==> src/rtl/onehot_decoder_pipe_if.sv <==
`default_nettype none
// ============================================================================
// onehot_decoder_pipe_if
// Valid/ready request and result bundle for the index-to-mask decoder.
// Revision: 1.0
// ============================================================================
interface onehot_decoder_pipe_if #(
  parameter int IDX_W = 6,
  parameter int OUT_W = 64,
  parameter int WIN_W = 16,
  parameter int SEQ_W = 8
);
  logic             in_valid;
  logic             in_ready;
  logic [IDX_W-1:0] in_idx;
  logic [1:0]       in_mode;
  logic             out_valid;
  logic             out_ready;
  logic [OUT_W-1:0] out_vec;
  logic [WIN_W-1:0] out_win;
  logic             out_oor;
  logic [SEQ_W-1:0] out_seq;

  modport slave (
    input  in_valid, in_idx, in_mode, out_ready,
    output in_ready, out_valid, out_vec, out_win, out_oor, out_seq
  );

  modport master (
    output in_valid, in_idx, in_mode, out_ready,
    input  in_ready, out_valid, out_vec, out_win, out_oor, out_seq
  );
endinterface
`default_nettype wire

==> src/rtl/onehot_decoder_pipe.sv <==
`default_nettype none
// ============================================================================
// onehot_decoder_pipe
// Two-stage pipelined index decoder: one-hot / low / high thermometer masks,
// window extraction, out-of-range flag and per-item sequence tag.
// Revision: 1.0
// ============================================================================
module onehot_decoder_pipe #(
  parameter int IDX_W   = 6,
  parameter int OUT_W   = 64,
  parameter int WIN_LSB = 47,
  parameter int WIN_W   = 16,
  parameter int SEQ_W   = 8
) (
  input  logic                 clk,
  input  logic                 rst,
  onehot_decoder_pipe_if.slave bus
);

  // Extra bit keeps OUT_W representable when OUT_W == 2**IDX_W.
  localparam logic [IDX_W:0] C_OUT_W_EXT = (IDX_W+1)'(OUT_W);
  localparam logic [1:0]     C_MODE_ONE  = 2'b00;
  localparam logic [1:0]     C_MODE_LOW  = 2'b01;
  localparam logic [1:0]     C_MODE_HIGH = 2'b10;

  logic             r_s1_valid;
  logic [IDX_W-1:0] r_s1_idx;
  logic [1:0]       r_s1_mode;
  logic             r_s1_oor;
  logic [SEQ_W-1:0] r_s1_seq;
  logic [SEQ_W-1:0] r_seq_cnt;

  logic             r_out_valid;
  logic [OUT_W-1:0] r_out_vec;
  logic             r_out_oor;
  logic [SEQ_W-1:0] r_out_seq;

  logic             w_s2_adv;
  logic             w_s1_adv;
  logic             w_in_fire;
  logic             w_in_oor;
  logic [IDX_W:0]   w_s1_idx_ext;
  logic [OUT_W-1:0] w_mask;

  assign w_s2_adv     = !r_out_valid || bus.out_ready;
  assign w_s1_adv     = !r_s1_valid || w_s2_adv;
  assign w_in_fire    = bus.in_valid && w_s1_adv;
  assign w_in_oor     = {1'b0, bus.in_idx} >= C_OUT_W_EXT;
  assign w_s1_idx_ext = {1'b0, r_s1_idx};

  always_ff @(posedge clk or posedge rst) begin
    if (rst) begin
      r_s1_valid <= 1'b0;
      r_s1_idx   <= '0;
      r_s1_mode  <= '0;
      r_s1_oor   <= 1'b0;
      r_s1_seq   <= '0;
      r_seq_cnt  <= '0;
    end else begin
      if (w_s1_adv) begin
        r_s1_valid <= bus.in_valid;
      end
      if (w_in_fire) begin
        r_s1_idx  <= bus.in_idx;
        r_s1_mode <= bus.in_mode;
        r_s1_oor  <= w_in_oor;
        r_s1_seq  <= r_seq_cnt;
        r_seq_cnt <= r_seq_cnt + 1'b1;
      end
    end
  end

  // Out-of-range indices saturate the low thermometer; every other mode gives zero.
  for (genvar i = 0; i < OUT_W; i++) begin : g_bit
    localparam logic [IDX_W:0] C_POS = (IDX_W+1)'(i);
    assign w_mask[i] = r_s1_oor ? (r_s1_mode == C_MODE_LOW) :
                       (r_s1_mode == C_MODE_ONE)  ? (w_s1_idx_ext == C_POS) :
                       (r_s1_mode == C_MODE_LOW)  ? (C_POS <= w_s1_idx_ext) :
                       (r_s1_mode == C_MODE_HIGH) ? (C_POS >= w_s1_idx_ext) :
                       1'b0;
  end

  always_ff @(posedge clk or posedge rst) begin
    if (rst) begin
      r_out_valid <= 1'b0;
      r_out_vec   <= '0;
      r_out_oor   <= 1'b0;
      r_out_seq   <= '0;
    end else begin
      if (w_s2_adv) begin
        r_out_valid <= r_s1_valid;
      end
      if (w_s2_adv && r_s1_valid) begin
        r_out_vec <= w_mask;
        r_out_oor <= r_s1_oor;
        r_out_seq <= r_s1_seq;
      end
    end
  end

  assign bus.in_ready  = w_s1_adv;
  assign bus.out_valid = r_out_valid;
  assign bus.out_vec   = r_out_vec;
  assign bus.out_win   = r_out_vec[WIN_LSB +: WIN_W];
  assign bus.out_oor   = r_out_oor;
  assign bus.out_seq   = r_out_seq;

endmodule
`default_nettype wire

==> src/flat_wrapper.sv <==
// flat-port wrapper written by rule: the top's interface ports become plain ports
module onehot_decoder_pipe_flat 
#(
  parameter int IDX_W   = 6,
  parameter int OUT_W   = 64,
  parameter int WIN_LSB = 47,
  parameter int WIN_W   = 16,
  parameter int SEQ_W   = 8
)
  (clk, rst, bus_in_valid, bus_in_idx, bus_in_mode, bus_out_ready, bus_in_ready, bus_out_valid, bus_out_vec, bus_out_win, bus_out_oor, bus_out_seq);
  onehot_decoder_pipe_if #(.IDX_W(IDX_W), .OUT_W(OUT_W), .WIN_W(WIN_W), .SEQ_W(SEQ_W)) bus_i ();
  input  logic clk;
  input  logic rst;
  input wire logic [$bits(bus_i.in_valid)-1:0] bus_in_valid;
  input wire logic [$bits(bus_i.in_idx)-1:0] bus_in_idx;
  input wire logic [$bits(bus_i.in_mode)-1:0] bus_in_mode;
  input wire logic [$bits(bus_i.out_ready)-1:0] bus_out_ready;
  output wire logic [$bits(bus_i.in_ready)-1:0] bus_in_ready;
  output wire logic [$bits(bus_i.out_valid)-1:0] bus_out_valid;
  output wire logic [$bits(bus_i.out_vec)-1:0] bus_out_vec;
  output wire logic [$bits(bus_i.out_win)-1:0] bus_out_win;
  output wire logic [$bits(bus_i.out_oor)-1:0] bus_out_oor;
  output wire logic [$bits(bus_i.out_seq)-1:0] bus_out_seq;
  assign bus_i.in_valid = bus_in_valid;
  assign bus_i.in_idx = bus_in_idx;
  assign bus_i.in_mode = bus_in_mode;
  assign bus_i.out_ready = bus_out_ready;
  assign bus_in_ready = bus_i.in_ready;
  assign bus_out_valid = bus_i.out_valid;
  assign bus_out_vec = bus_i.out_vec;
  assign bus_out_win = bus_i.out_win;
  assign bus_out_oor = bus_i.out_oor;
  assign bus_out_seq = bus_i.out_seq;
  onehot_decoder_pipe #(.IDX_W(IDX_W), .OUT_W(OUT_W), .WIN_LSB(WIN_LSB), .WIN_W(WIN_W), .SEQ_W(SEQ_W)) u_core (.clk(clk), .rst(rst), .bus(bus_i));
endmodule
==> config.mk <==
export PLATFORM = sky130hd
export DESIGN_NAME = onehot_decoder_pipe_flat
export DESIGN_NICKNAME = d
export VERILOG_FILES = /design/src/rtl/onehot_decoder_pipe_if.sv /design/src/rtl/onehot_decoder_pipe.sv /design/src/flat_wrapper.sv
export SDC_FILE = /design/constraint.sdc
export NUM_CORES = 1
export LEC_CHECK = 0
export CAP_MARGIN = 20
export CORE_ASPECT_RATIO = 0.9
export CORE_MARGIN = 10
export CORE_UTILIZATION = 30
export CTS_BUF_LIST = sky130_fd_sc_hd__clkbuf_4
export DETAILED_ROUTE_END_ITERATION = 16
export PLACE_DENSITY = 0.62
export SLEW_MARGIN = 20
export SYNTH_ARGS = -nofsm -noshare
export SYNTH_HDL_FRONTEND = slang
export SYNTH_SLANG_ARGS = --single-unit
==> constraint.sdc <==
create_clock -name clk -period 5.25 [get_ports clk]
set_input_delay 1.3125 -clock clk [delete_from_list [all_inputs] [get_ports clk]]
set_output_delay 1.3125 -clock clk [all_outputs]
set_load 0.01 [all_outputs]
==> results.md <==
- In this run the horizontal extent of the chip is 166 µm.
- 0 antenna diodes ended up in the layout.
- The timing startpoint of the critical path is bus_out_ready.
- The final max-slew violation count was 0.
- Summed over all instances, the cell type with the most area after synthesis is dfrtp_1.
- After synthesis the netlist holds a flip-flop and latch count of 98.
- Once routing completed, OpenROAD measured the worst setup slack at 1450 ps.
- The minimum hold slack is 483 ps.
- In this run, distinct cell masters in the synthesized netlist total 76.
- After clock tree synthesis, the repair step resized 0 gates.
- The cts-stage hold buffer count is 0.
- The number of top-level pins is 103.
- The number of buffers and inverters on the critical path is 2.
- Dividing the detail-routed wire length by the instance count gives 20.4 µm.
- The analysis attributes to cell leakage a power of 2.75 nW.
- The H-tree level count is 3.
- The synthesized net count is 651.
- The sequential area share after synthesis is 0.427.
- A synthesized cell averages 9.01 µm².
- The worst setup path is captured at an output pin.
- The layout has 1933 filler cells.
- Timing would allow up to 263 MHz.
- CTS placed an instance of clkbuf_4 at the clock tree root.
- The setup violation total in the final timing report is 0.
- The number of antenna violations at the first check in global routing came to 0.
- By area the synthesized netlist is led by dfrtp_1 (43%), nand2_1 (7.1%), a21oi_1 (4.1%).
- OpenSTA, run right after detailed placement, puts the worst setup slack at 1450 ps.
- The area growth from synthesis to layout is 18.7%.
- Yosys instantiated no cell more often than nand2_1.
- In this run the register-to-register setup slack is 2690 ps.
- In this run the power density over the cells is 424 nW/µm².
- The weighted congestion at the end of routability-driven global placement is 0.910.
- Setup repair after global routing left no endpoint under its margin.
- The most numerous cell on the critical path is clkdlybuf4s50_1.
- The largest single stage delay on the critical path is 560 ps.
- The worst hold path terminates at u_core.r_seq_cnt[7].
- For the worst-skew pair, the clock arrives at the later sink with an insertion delay of 490 ps.
- The number of hold violations in the final report is 0.
- The endpoint of the most critical register-to-register path is u_core.bus.out_vec[18].
- Synthesis produced a netlist whose cell count is 638.
- By startpoint and endpoint, the worst setup path is classified as in2out.
- Along the worst path, the maximum fanout reaches 4.
- The clock slew seen by the registers of the worst setup and hold paths is 150 ps.
- The fraction of layout instances using a drive strength above 1 is 0.0865.
- The reg-to-reg critical path startpoint is u_core.r_s1_idx[3].
- The routed design has 18900 µm of wire.
- The first global-routing pass estimated 29600 µm of wire.
- The peak ir drop on the vdd network is 0.180 mV.
- The clock buffer count from CTS is 9.
- The worst min-delay path class is reg2reg.
- The clock period minus worst slack is 3800 ps.
- The number of setup buffers added after CTS is 0.
- The number of buffers between clock root and the deepest sink is 2.
- Measured in cells, the most critical reg-to-reg path has a length of 5.
- The first-pass detailed-route iteration total is 5.
- The sum of negative setup slack is 0 ps.
- The total via count after detailed routing is 5205.
- After detailed routing, the number of remaining DRC violations is 0.
- The final-stage net count is 690.
- The number of cells on the worst hold path is 1.
- The area of the core region is 18600 µm².
- The prevailing post-synth register cell is dfrtp_1.
- The detailed router finished its first iteration with 701 violations.
- The remaining global-route overflow is 0.
- CTS saw 98 sinks.
- Yosys mapped a number of flops with a built-in enable equal to 0.
- The kind of cell with the highest combined delay along the critical path is buffers and inverters.
- After detailed routing, the number of vias per cell comes to 5.61.
- Entering global routing, the biggest net connects 102 pins.
- The global-route usage over all layers is 0.146.
- The headroom to the max-slew limit is 0.294.
- The final period utilization is 0.723.
- The die covers 25100 µm².
- The mapped netlist covers 5750 µm².
- The flow ran to the end, and the final reports show no timing, DRC or antenna violations.
- The detail route stage leaves a number of antenna-violating nets equal to 0.
- Detailed placement finished with a half-perimeter wire length of 12800 µm.
- By count the netlist is led by nand2_1 (108), dfrtp_1 (98), a21oi_1 (47).
- The TritonCTS clock tree is built.
- For the worst setup path, the data required time is 3940 ps.
- The height of the die is 151 µm.
- The type of origin of the critical path is a primary input.
- The max-cap violation count is 0.
- At the end of the flow the core is filled with cells to 0.367.
- The area share of the largest cell type after synthesis is 0.427.
- After synthesis, the share of flip-flops with an asynchronous set or reset is 1.00.
- The number of global-route vias before repair is 5079.
- The initial cell density of the core is 0.309.
- Buffers placed on the I/O ports in this run total 101.
- The critical path arrival is 2480 ps.
- The critical path goes through clkdlybuf4s50_1 -> nand3b_2 -> clkdlybuf4s50_1.
- For this run, the number of Yosys warnings is 0.
- At the pin with the least slew margin, the transition time is 1060 ps.
- The standard cell with the maximum stage delay on the critical path is clkdlybuf4s50_1.
- In this run the core area contains 47 standard-cell rows.
- In this run the most critical hold path is launched from u_core.r_seq_cnt[7].
- Between clock sinks in the finished design, the worst skew comes to 13.7 ps.
==> per-layer routing <==
metal	routed length, µm	vias up	GRT usage
met5	0	-	0
met4	455	0	0.0478
met3	1950	41	0.0523
met2	8330	302	0.218
met1	8200	2497	0.193
li1	-	2365	-
==> worst reg2reg max path, delay by kind of cell (launching register included) <==
kind	cells	cell delay (ps)
buffers and inverters	1	430
AND/OR/NAND/NOR	3	1050
flip-flops	1	860
AO/OA/AOI/OAI	1	100
==> power by group <==
group | switching, mW | internal [mW] | leakage (nW)
sequential | 0.165 | 0.966 | 1.22
clock | 0.267 | 0.288 | 0.106
combinational | 0.647 | 0.556 | 1.42
total | 1.08 | 1.81 | 2.75
==> worst max-delay path by stage <==
| stage | end | slack [ps] | cells past startpoint |
|---|---|---|---|
| after floorplan | u_core.bus.out_seq[0] | 1380 | 1 |
| after global placement | bus_in_ready | 1470 | 3 |
| after detailed placement | bus_in_ready | 1450 | 3 |
| after CTS | bus_in_ready | 1450 | 3 |
| after global routing | bus_in_ready | 1410 | 3 |
| final | bus_in_ready | 1450 | 3 |
==> cell type report <==
class | count | area, µm² | share of cell area
Multi-Input combinational cell | 451 | 2740 | 0.402
Clock inverter | 7 | 141 | 0.0207
Sequential cell | 98 | 2450 | 0.359
Timing Repair Buffer | 111 | 1090 | 0.159
Tap cell | 245 | 307 | 0.0449
Inverter | 6 | 25.0 | 0.00367
Clock buffer | 9 | 67.6 | 0.00990
==> flip-flops by register name, summed over array words and instances (netlist names) <==
| name | flops |
|---|---|
| u_core.bus.out_vec | 64 |
| u_core.bus.out_seq | 8 |
| u_core.r_s1_seq | 8 |
| u_core.r_seq_cnt | 8 |
| u_core.r_s1_idx | 6 |
| u_core.r_s1_mode | 2 |
| u_core.bus.out_valid | 1 |
| u_core.r_s1_valid | 1 |
==> per-stage QoR <==
stage / power, mW / std cells / area (µm²)
final: 2.89 / 927 / 6820
after global routing: 3.07 / 927 / 6820
after CTS: 2.91 / 927 / 6820
after detailed placement: 2.35 / 911 / 6610
after global placement: 2.34 / 911 / 6610
after floorplan: 1.83 / 638 / 5750
==> cell usage in the layout (no fill, tap or decap), types with 13 or more instances in the layout <==
master and instances:
a21oi_1 47, clkdlybuf4s50_1 101, nor2_1 29, dfrtp_1 98, o21ai_0 44, o21ai_1 13, nand2_1 107, o31ai_1 18
==> logic make-up (layout without fill, tap and decap cells) <==
kind of cell    Yosys count  after routing  synth area share
simple gates            221            221             0.192
compound gates          206            206             0.243
flops                    98             98             0.427
buf+inv                  89            133            0.0971
mux                      15             15            0.0277
xor+xnor                  7              7            0.0107
fa+ha+maj                 1              1           0.00218
other cells               1              1          0.000653
Note: power is estimated with default switching activity, not from simulation.
